`config.mk`:
```
export PLATFORM = sky130hd
export DESIGN_NAME = div_verify
export DESIGN_NICKNAME = d
export VERILOG_FILES = /design/src/rtl/div_pkg.sv /design/src/rtl/div_verify.sv
export SDC_FILE = /design/constraint.sdc
export NUM_CORES = 1
export LEC_CHECK = 0
export BUFFER_PORTS_ARGS = -buffer_cell sky130_fd_sc_hd__buf_4
export CAP_MARGIN = 20
export CORE_UTILIZATION = 62
export DETAILED_ROUTE_END_ITERATION = 6
export PLACE_DENSITY_LB_ADDON = 0.25
export SYNTH_ARGS = -nofsm -noshare
export SYNTH_HDL_FRONTEND = slang
export SYNTH_SLANG_ARGS = --single-unit
```
`constraint.sdc`:
```
create_clock -name clk -period 6.44 [get_ports clk]
set_clock_uncertainty 0.1 [all_clocks]
set_input_delay 0.322 -clock clk [delete_from_list [all_inputs] [get_ports clk]]
set_output_delay 0.322 -clock clk [all_outputs]
set_load 0.01 [all_outputs]
```
`src/rtl/div_pkg.sv`:
```
// Shared definitions for the divider and its shift-add verifier.
package div_pkg;

    localparam int DIV_WIDTH = 4;

    typedef enum logic [1:0] {
        IDLE = 2'd0,
        CALC = 2'd1,
        DONE = 2'd2
    } div_state_e;

endpackage

```
`src/rtl/div_verify.sv`:
```
// Rebuilds a dividend x = q*y + r by shift-add, one quotient bit per clock,
// and flags operand sets that no legal division could have produced.
module div_verify
    import div_pkg::*;
#(
    parameter int WIDTH = DIV_WIDTH
) (
    input  logic               clk,
    input  logic               rst,
    input  logic               start,
    input  logic [WIDTH-1:0]   q,
    input  logic [WIDTH-1:0]   y,
    input  logic [WIDTH-1:0]   r,
    output logic [2*WIDTH-1:0] x,
    output logic               overflow,
    output logic               error,
    output logic               done
);

    localparam int W2 = 2 * WIDTH;
    localparam int CW = $clog2(WIDTH + 1);

    div_state_e      state_q;
    logic [W2-1:0]   mcand_q;
    logic [WIDTH-1:0] mplier_q;
    logic [W2-1:0]   acc_q;
    logic [CW-1:0]   cnt_q;
    logic [W2-1:0]   x_q;
    logic            ovf_q;
    logic            err_q;
    logic            done_q;

    logic [W2-1:0]   acc_d;
    logic            illegal_d;

    assign acc_d = mplier_q[0] ? (acc_q + mcand_q) : acc_q;

    // Operand legality is judged from the latched copies on the first CALC
    // edge, so the inputs are free to change right after the accepting edge.
    assign illegal_d = (mcand_q == '0) || (acc_q >= mcand_q);

    always_ff @(posedge clk or negedge rst) begin
        if (!rst) begin
            state_q  <= IDLE;
            mcand_q  <= '0;
            mplier_q <= '0;
            acc_q    <= '0;
            cnt_q    <= '0;
            x_q      <= '0;
            ovf_q    <= 1'b0;
            err_q    <= 1'b0;
            done_q   <= 1'b0;
        end else begin
            case (state_q)
                IDLE, DONE: begin
                    if (start) begin
                        mcand_q  <= {{WIDTH{1'b0}}, y};
                        mplier_q <= q;
                        acc_q    <= {{WIDTH{1'b0}}, r};
                        cnt_q    <= '0;
                        done_q   <= 1'b0;
                        state_q  <= CALC;
                    end
                end
                CALC: begin
                    if (cnt_q == '0 && illegal_d) begin
                        x_q     <= '0;
                        ovf_q   <= 1'b0;
                        err_q   <= 1'b1;
                        done_q  <= 1'b1;
                        state_q <= DONE;
                    end else if (cnt_q == CW'(WIDTH)) begin
                        x_q     <= acc_q;
                        ovf_q   <= |acc_q[W2-1:WIDTH];
                        err_q   <= 1'b0;
                        done_q  <= 1'b1;
                        state_q <= DONE;
                    end else begin
                        acc_q    <= acc_d;
                        mcand_q  <= mcand_q << 1;
                        mplier_q <= mplier_q >> 1;
                        cnt_q    <= cnt_q + CW'(1);
                    end
                end
                default: state_q <= IDLE;
            endcase
        end
    end

    assign x        = x_q;
    assign overflow = ovf_q;
    assign error    = err_q;
    assign done     = done_q;

endmodule

```
==> results of run 1 <==
==> kinds of logic (layout without fill, tap and decap cells) <==
group | count (synthesis) | after routing
AOI/OAI and AO/OA | 45 | 45
xor gates and xnor gates | 3 | 3
adders and majority gates | 18 | 18
buffers and inverters | 28 | 57
DFF | 36 | 36
muxes | 21 | 21
and+or+nand+nor | 61 | 61
==> worst max-delay path: stages (launching register included) <==
cell and delay [ps]:
dfrtp_1 400, inv_1 90, ha_1 380, o21ai_0 110, o21ai_0 360, and2_1 240
o221a_2 480, mux2_2 390
==> stage by stage <==
step	instance area (sq um)	std cells	util, %
CTS	2440	285	77.5
global route	2440	285	77.5
floorplan	2130	212	-
finish	2440	285	77.5
detailed placement	2350	276	74.6
global placement	2350	276	74.6
==> power by group <==
group	total, uW	leakage [uW]	switching, uW	internal (uW)
Sequential	404	0.000466	85.2	319
Combinational	845	0.000721	463	382
Clock	159	0.0000412	78.1	80.8
==> cell usage after synthesis, types with 2 or more instances <==
master / instances
nor2_1: 14
xnor2_1: 3
nor3_1: 2
ha_1: 17
mux2i_1: 14
nor4_1: 3
inv_1: 22
nand3_1: 2
o21ai_0: 8
buf_4: 2
a22o_1: 8
nand2_1: 25
o21a_1: 2
mux2_4: 3
nor2b_1: 3
nand2b_1: 4
dfrtp_1: 36
nand4_1: 2
a31oi_1: 3
a21oi_1: 10
mux2_2: 4
clkbuf_1: 3
==> layout by cell type (no fill, tap or decap), types with 3 or more instances in the layout <==
cell type and instances:
a31oi_1 3, mux2_4 3, o21ai_0 8, a21oi_1 10, clkbuf_4 5, nand2b_1 4, xnor2_1 3, ha_1 17
mux2i_1 14, nor4_1 3, buf_4 26, mux2_2 4, a22o_1 8, dfrtp_1 36, nand2_1 25, nor2_1 14
nor2b_1 3, inv_1 22
==> routing by layer <==
layer | vias to the layer above | share of wire (%)
met3 | 15 | 5.1
met2 | 55 | 50
li1 | 799 | -
met5 | - | 0
met4 | 0 | 2.7
met1 | 836 | 42
==> worst min path at each step <==
stage,slack [ps],from,cells past startpoint,to
2_1_floorplan,-70,rst,0,acc_q[0]
3_3_place_gp,190,rst,1,mplier_q[3]
6_report,60,start,2,state_q[1]
5_1_grt,90,y[0],3,mcand_q[0]
4_1_cts,60,start,2,state_q[1]
3_5_place_dp,200,rst,1,mcand_q[0]
==> timing repair <==
action                     4_1_cts  5_1_grt
hold buffers                     1        0
hold endpoints to repair        36        0
setup endpoints to repair        0        0
setup buffers                    0        0
==> registers in the layout, summed over array words and instances, names as in the netlist <==
register,cells
overflow,1
x,8
error,1
state_q,2
mplier_q,4
mcand_q,8
done,1
cnt_q,3
acc_q,8
==> area by class of cell <==
cell class                 count  share of cell area, %
clock buffer                   5                   1.54
clock inverter                 3                   1.74
sequential                    36                   36.9
inverter                      22                   3.38
tap                           44                   2.25
timing repair buffer          27                   8.40
multi-input combinational    148                   45.8
==> results.yml, run 1 <==
power_and_ir_drop:
  p_leak_uw: 0.00123
  irDropWorstVdd_uv: 273
  total_power_uw: 1410
  power_density_nw_per_um2: 576
setup_path:
  regToRegSetupSlack_ps: 3770
  arrival_ps: 2810
  r2r_cells: 7
  timing.rr.end: "mplier_q[0]"
  cp_max_fo: 14
  worst_setup_path_end_kind: "register"
  crit_start: "mcand_q[2]"
  crit_type: "register to register"
  r2r_start: "mcand_q[2]"
  endpoint: "mplier_q[0]"
  required_ps: 6570
  start_kind: "register"
logic_synthesis:
  synth_cell_types: 44
  syn-num-nets: 245
  netlist_area_sq_um: 2130
  synth-adder-area-share_pct: 10.9
  synth_top_area_cell: "dfrtp_1"
  syn_inst: 212
  yosysSeqAreaShare_pct: 42.2
  synth_xor_area_share_pct: 1.23
  synth_top_area_share_pct: 42.2
  synth-edff-count: 0
  ys_dominant_reg_cell: "dfrtp_1"
  synth-seq-cells: 36
  synth_compound_area_share_pct: 16.2
  ys_top_cells_by_area: "dfrtp_1, ha_1, mux2i_1"
  yosys.area_share.simple_pct: 13.3
  ys.warnings.count: 0
  synth_top_family_by_area: "compound AO/OA/AOI/OAI gates"
  syn_area_per_cell_sq_um: 10.1
  async_flop_share_pct: 100
  synth_mux_area_share_pct: 10.8
routing:
  drc: 0
  wl_mm: 4.66
  drtIter0Drc: 126
  firstDrtPassIters: 4
  post_drt_wl_per_cell_um: 16.3
  via_per_inst: 5.98
  num_vias: 1705
  ant_nets: 0
die:
  die_w_um: 60.7
  io_pins: 26
  fp.dieArea_sq_um: 3680
  coreArea_sq_um: 3150
  placementRows: 20
  die_y_um: 60.7
  start_util_pct: 67.7
run_status:
  status: "finished, final reports clean"
place:
  place_hpwl_mm: 3.50
  pre_cts_ws_ps: 3830
  globalplace.congestion: 0.968
  io_buffers: 25
clock_tree:
  cts_resized: 0
  clock-root-buffer: "clkbuf_4"
  clkTransAtPathRegs_ps: 120
  cts_htree_levels: 2
  cts_inserted_buffers: 5
  clock_sinks: 36
  cts_tree: "yes"
  insertion_delay_ps: 350
  cts_max_path_buffers: 2
timing:
  hold_viol: 0
  holdWs_ps: 64.6
  timing.final.crit_share_pct: 41.5
  max_slew_margin_pct: 54.3
  max_freq_mhz: 374
  slew_violations: 0
  rsz0062_at_grt: "no"
  fin_crit_ps: 2670
  setup_tns_ps: 0
  setup_violations: 0
  tightest_slew_ps: 685
  fin_ws_ps: 3770
global_routing:
  grt_pass1_wl_mm: 7.69
  grt_max_degree: 37
  antenna_found_initial: 0
  grt_pass1_vias: 1743
  met2_usage_pct: 48.7
  grt_use_met1_pct: 35.7
  overflow: 0
  grtUsageTotal_pct: 29.0
  grt-busiest-layer: "met2"
  met3_usage_pct: 4.48
flow_run:
  maxCapViolCount: 0
cells_and_area:
  final_nets: 273
  regArea_sq_um: 901
  fillers: 222
  drive_gt1_share_pct: 19.1
  n_antenna_cell: 0
  syn2layout_area_growth_pct: 14.5
  multi_input_area_sq_um: 1120
min_path:
  hold_path.class: "input pin to register"
No activity file was read; power rests on OpenSTA's default activity.
==> inputs of run 2 (changes only) <==
- ABC_AREA: not set -> 1
- CORE_UTILIZATION: 62 -> 58
- clock period: 6.44 -> 2.5 ns (I/O delays scaled with it)
==> results.yml, run 2 <==
cells_and_area:
  final_nets: 359
  final_common_cell: "nand2_1"
  drive_gt1_share_pct: 15.9
  final_cells: 375
  final_cell_mix: "nand2_1, dfrtp_1, buf_4"
  regArea_sq_um: 901
  multi_input_area_sq_um: 1140
  fillers: 306
  n_antenna_cell: 0
  syn2layout_area_growth_pct: 15.0
  fin_area_sq_um: 2580
power_and_ir_drop:
  power_density_nw_per_um2: 1350
  p_leak_uw: 0.00145
  irDropWorstVdd_uv: 1190
run_status:
  status: "finished, final reports clean"
timing:
  timing.final.crit_share_pct: 86.9
  holdWs_ps: 64.0
  setup_violations: 0
  setup_tns_ps: 0
  rsz0062_at_grt: "no"
  slew_violations: 0
  fin_crit_ps: 2170
  fin_ws_ps: 327
  max_freq_mhz: 460
  max_slew_margin_pct: 65.7
  hold_viol: 0
  tightest_slew_ps: 514
clock_tree:
  clock-root-buffer: "clkbuf_8"
  cts_htree_levels: 2
  insertion_delay_ps: 290
  cts_max_path_buffers: 2
  clock_sinks: 36
  cts_inserted_buffers: 5
  cts_tree: "yes"
  clkTransAtPathRegs_ps: 70
routing:
  wl_mm: 4.93
  drtIter0Drc: 128
  num_vias: 1984
  post_drt_wl_per_cell_um: 13.2
  via_per_inst: 5.29
  drc: 0
  ant_nets: 0
  firstDrtPassIters: 4
place:
  io_buffers: 25
  placed_cells: 364
  place_area_sq_um: 2450
  pre_cts_ws_ps: 346
  place_hpwl_mm: 3.56
  globalplace.congestion: 0.866
setup_path:
  required_ps: 2560
  timing.critical_path.mode_cell: "nand2_1"
  worst_setup_path_end_kind: "register"
  slowest_stage: "dfrtp_1"
  arrival_ps: 2230
  start_kind: "register"
  slowest_delay_ps: 440
  crit_chain: "inv_1 -> ha_1 -> nand2_1 -> nand2_1 -> nand3_1 -> nand2_1 -> nor2_2 -> nand3_2 -> nand3_2 -> buf_4 -> o21ai_0"
  cp_max_fo: 25
  crit_type: "register to register"
die:
  io_pins: 26
  start_util_pct: 60.9
  die_w_um: 64.2
  placementRows: 22
  coreArea_sq_um: 3690
  die_y_um: 64.2
  fp.dieArea_sq_um: 4120
logic_synthesis:
  synth_most_common_cell: "nand2_1"
  ys_top_cells_by_count: "nand2_1, dfrtp_1, inv_1"
  synth-seq-cells: 36
  syn_area_per_cell_sq_um: 7.61
  synth-edff-count: 0
  ys_dominant_reg_cell: "dfrtp_1"
  ys.warnings.count: 0
  synth_cell_types: 26
  netlist_area_sq_um: 2250
  yosysSeqAreaShare_pct: 40.1
  ys_top_cells_by_area: "dfrtp_1, nand2_1, ha_1"
  syn_inst: 295
  synth_top_area_cell: "dfrtp_1"
  synth_top_area_share_pct: 40.1
  async_flop_share_pct: 100
  syn-num-nets: 328
min_path:
  hold_path.class: "input pin to register"
global_routing:
  grtUsageTotal_pct: 27.7
  overflow: 0
  antenna_found_initial: 0
  grt_pass1_wl_mm: 8.54
  grt_max_degree: 37
  grt_pass1_vias: 1835
flow_run:
  maxCapViolCount: 0
## run 2: through the flow
| stage | utilization (%) | total power (uW) |
|---|---|---|
| 2_1_floorplan | - | 2540 |
| 4_1_cts | 70.0 | 3500 |
| 3_5_place_dp | 66.3 | 2980 |
| 5_1_grt | 70.0 | 3820 |
| 3_3_place_gp | 66.3 | 2930 |
| 6_report | 70.0 | 3490 |
## run 2: worst paths after layout
check	startpoint	endpoint	slack (ps)	cells past startpoint
max	mcand_q[5]	x[2]	330	11
min	q[0]	mplier_q[0]	60	5
max reg2reg	mcand_q[5]	x[2]	330	11
min reg2reg	mcand_q[7]	mcand_q[7]	370	2
max in group asynchronous	rst	mcand_q[1]	1740	2
min in group asynchronous	rst	x[3]	220	2
## run 2: where the power goes
group	switching, uW	internal [uW]	leakage, uW	total, uW
sequential	189	795	0.000473	984
combinational	1320	682	0.000919	2000
clock	206	296	0.0000552	502
total	1710	1770	0.00145	3490
## run 2: logic make-up (layout without fill, tap and decap cells)
| logic type | count (synthesis) | count (layout) | share of synthesized area (%) |
|---|---|---|---|
| AO/OA/AOI/OAI | 27 | 27 | 7.24 |
| adder cells (fa/ha/maj) | 18 | 18 | 10.4 |
| AND/OR/NAND/NOR | 171 | 171 | 32.1 |
| XOR/XNOR | 3 | 3 | 1.17 |
| buffers and inverters | 40 | 72 | 8.97 |
| flip-flops | 36 | 36 | 40.1 |
## run 2: layer usage
metal	up-vias	track usage [%]	share of wire (%)
met5	-	0	0
met4	0	10.8	1.8
met3	10	5.89	5.3
met2	62	45.5	48
met1	913	35.7	44
li1	999	-	-
## run 2: cell type report
| class | instances | share of cell area [%] |
|---|---|---|
| Clock buffer | 6 | 2.81 |
| Clock inverter | 2 | 1.36 |
| Inverter | 31 | 4.50 |
| Multi-Input combinational cell | 219 | 44.3 |
| Sequential cell | 36 | 34.9 |
| Tap cell | 48 | 2.32 |
| Timing Repair Buffer | 33 | 9.88 |
## run 2: repair_timing
action                                 4_1_cts  5_1_grt
hold buffers                                 3        0
gates resized for setup                      0        0
endpoints found under the hold margin       38        0
setup buffers                                0        0
## run 2: worst max-delay path: cells and delay by family, from the launching register on
| family | cells | cell delay, ps |
|---|---|---|
| compound gates | 1 | 140 |
| fa+ha+maj | 1 | 360 |
| buf+inv | 2 | 370 |
| flops | 1 | 440 |
| simple gates | 7 | 650 |
==> inputs of run 3 (changes only) <==
--- a/config.mk
+++ b/config.mk
@@ -9,5 +9,7 @@
 export BUFFER_PORTS_ARGS = -buffer_cell sky130_fd_sc_hd__buf_4
 export CAP_MARGIN = 20
-export CORE_UTILIZATION = 58
+export CELL_PAD_IN_SITES_DETAIL_PLACEMENT = 0
+export CELL_PAD_IN_SITES_GLOBAL_PLACEMENT = 1
+export CORE_UTILIZATION = 43
 export DETAILED_ROUTE_END_ITERATION = 6
 export PLACE_DENSITY_LB_ADDON = 0.25
==> constraint.sdc (replaced) <==
create_clock -name clk -period 2.5 [get_ports clk]
set_clock_uncertainty 0.1 [all_clocks]
set_input_delay 0.5 -clock clk [delete_from_list [all_inputs] [get_ports clk]]
set_output_delay 0.5 -clock clk [all_outputs]
set_load 0.01 [all_outputs]
==> results.yml, run 3 (same netlist as run 2, synthesis figures left out) <==
run_status:
  status: "finished, final reports clean"
cells_and_area:
  final_common_cell: "nand2_1"
  syn2layout_area_growth_pct: 13.8
  final_cell_mix: "nand2_1, dfrtp_1, buf_4"
  drive_gt1_share_pct: 16.1
  fillers: 510
  final_nets: 355
  n_antenna_cell: 0
global_routing:
  antenna_found_initial: 0
  grt_pass1_vias: 1819
  grt_max_degree: 37
  overflow: 0
  grtUsageTotal_pct: 21.1
  grt_pass1_wl_mm: 8.66
clock_tree:
  cts_inserted_buffers: 5
  holdBufCountCts: 0
  clkTransAtPathRegs_ps: 70
  insertion_delay_ps: 290
  clock-root-buffer: "clkbuf_8"
  cts_resized: 0
  postCtsSetupBuffers: 0
  clock_sinks: 36
  cts_htree_levels: 2
  cts_max_path_buffers: 2
  cts_tree: "yes"
die:
  coreArea_sq_um: 4880
  placementRows: 25
  io_pins: 26
  start_util_pct: 46.0
  fp.dieArea_sq_um: 5520
  die_w_um: 74.3
  die_y_um: 74.3
routing:
  ant_nets: 0
  firstDrtPassIters: 4
  num_vias: 1906
  drc: 0
  drtIter0Drc: 109
  via_per_inst: 4.89
  post_drt_wl_per_cell_um: 13.1
  wl_mm: 5.10
timing:
  timing.final.crit_share_pct: 86.1
  setup_tns_ps: 0
  max_slew_margin_pct: 61.0
  max_freq_mhz: 465
  fin_crit_ps: 2150
  tightest_slew_ps: 585
  slew_violations: 0
  hold_viol: 0
  setup_violations: 0
  rsz0062_at_grt: "no"
power_and_ir_drop:
  power_density_nw_per_um2: 1340
  p_leak_uw: 0.00143
  total_power_uw: 3420
  irDropWorstVdd_uv: 812
setup_path:
  regToRegSetupSlack_ps: 350
  slowest_stage: "dfrtp_1"
  worst_setup_path_end_kind: "register"
  start_kind: "register"
  timing.rr.end: "x[0]"
  timing.critical_path.mode_cell: "nand2_1"
  slowest_delay_ps: 420
  required_ps: 2570
  arrival_ps: 2220
  crit_type: "register to register"
  r2r_start: "mcand_q[6]"
  cp_max_fo: 10
  r2r_cells: 9
  crit_chain: "inv_1 -> ha_1 -> nand3_1 -> nor2_1 -> nand2_1 -> nand2_1 -> nand3_1 -> nand2_1 -> o21ai_0"
flow_run:
  maxCapViolCount: 0
place:
  globalplace.congestion: 0.852
  place_hpwl_mm: 3.69
  io_buffers: 25
min_path:
  hold_path.class: "input pin to asynchronous set/reset pin"
## run 3: layout make-up
class | instances | area, sq um | area share [%]
repair buffers | 29 | 218 | 8.52
clock buffers | 6 | 82.6 | 3.23
multi-input cells | 219 | 1140 | 44.8
well taps | 67 | 83.8 | 3.28
flip-flops and latches | 36 | 901 | 35.3
inverters | 31 | 116 | 4.55
clock inverters | 2 | 10.0 | 0.392
## run 3: through the flow
stage	std cells	utilization, %	cell area [sq um]	hold WS (ps)	setup slack, ps
after floorplan	295	-	2250	104	690
after global placement	382	50.5	2460	356	261
after detailed placement	382	50.5	2460	362	352
after CTS	390	52.4	2550	80.1	339
after global routing	390	52.4	2550	90.0	149
final	390	52.4	2550	59.6	348
## run 3: where the power goes
group / switching (uW) / internal, uW / leakage, uW
Clock: 209 / 220 / 0.0000510
Sequential: 197 / 795 / 0.000473
Combinational: 1320 / 673 / 0.000901
Total: 1730 / 1690 / 0.00143
## run 3: worst max-delay path by stage
stage	start	to	slack, ps	cells past startpoint
2_1_floorplan	mcand_q[5]	mcand_q[4]	690	13
3_3_place_gp	mcand_q[6]	x[0]	260	9
3_5_place_dp	mcand_q[6]	x[0]	350	9
4_1_cts	mcand_q[6]	x[0]	340	9
5_1_grt	mcand_q[6]	x[0]	150	9
6_report	mcand_q[6]	x[0]	350	9
## run 3: metal layers
| layer | vias to the layer above | GRT usage (%) | part of all wire [%] |
|---|---|---|---|
| met1 | 869 | 28.6 | 50 |
| li1 | 996 | - | - |
| met5 | - | 0 | 0 |
| met2 | 37 | 34.4 | 46 |
| met4 | 0 | 4.40 | 0.69 |
| met3 | 4 | 5.28 | 3.1 |
## run 3: critical path, delay by kind of cell, from the launching register on
| family | cells | cell delay (ps) |
|---|---|---|
| buf+inv | 1 | 80 |
| simple gates | 6 | 920 |
| compound gates | 1 | 90 |
| flops | 1 | 420 |
| fa+ha+maj | 1 | 410 |
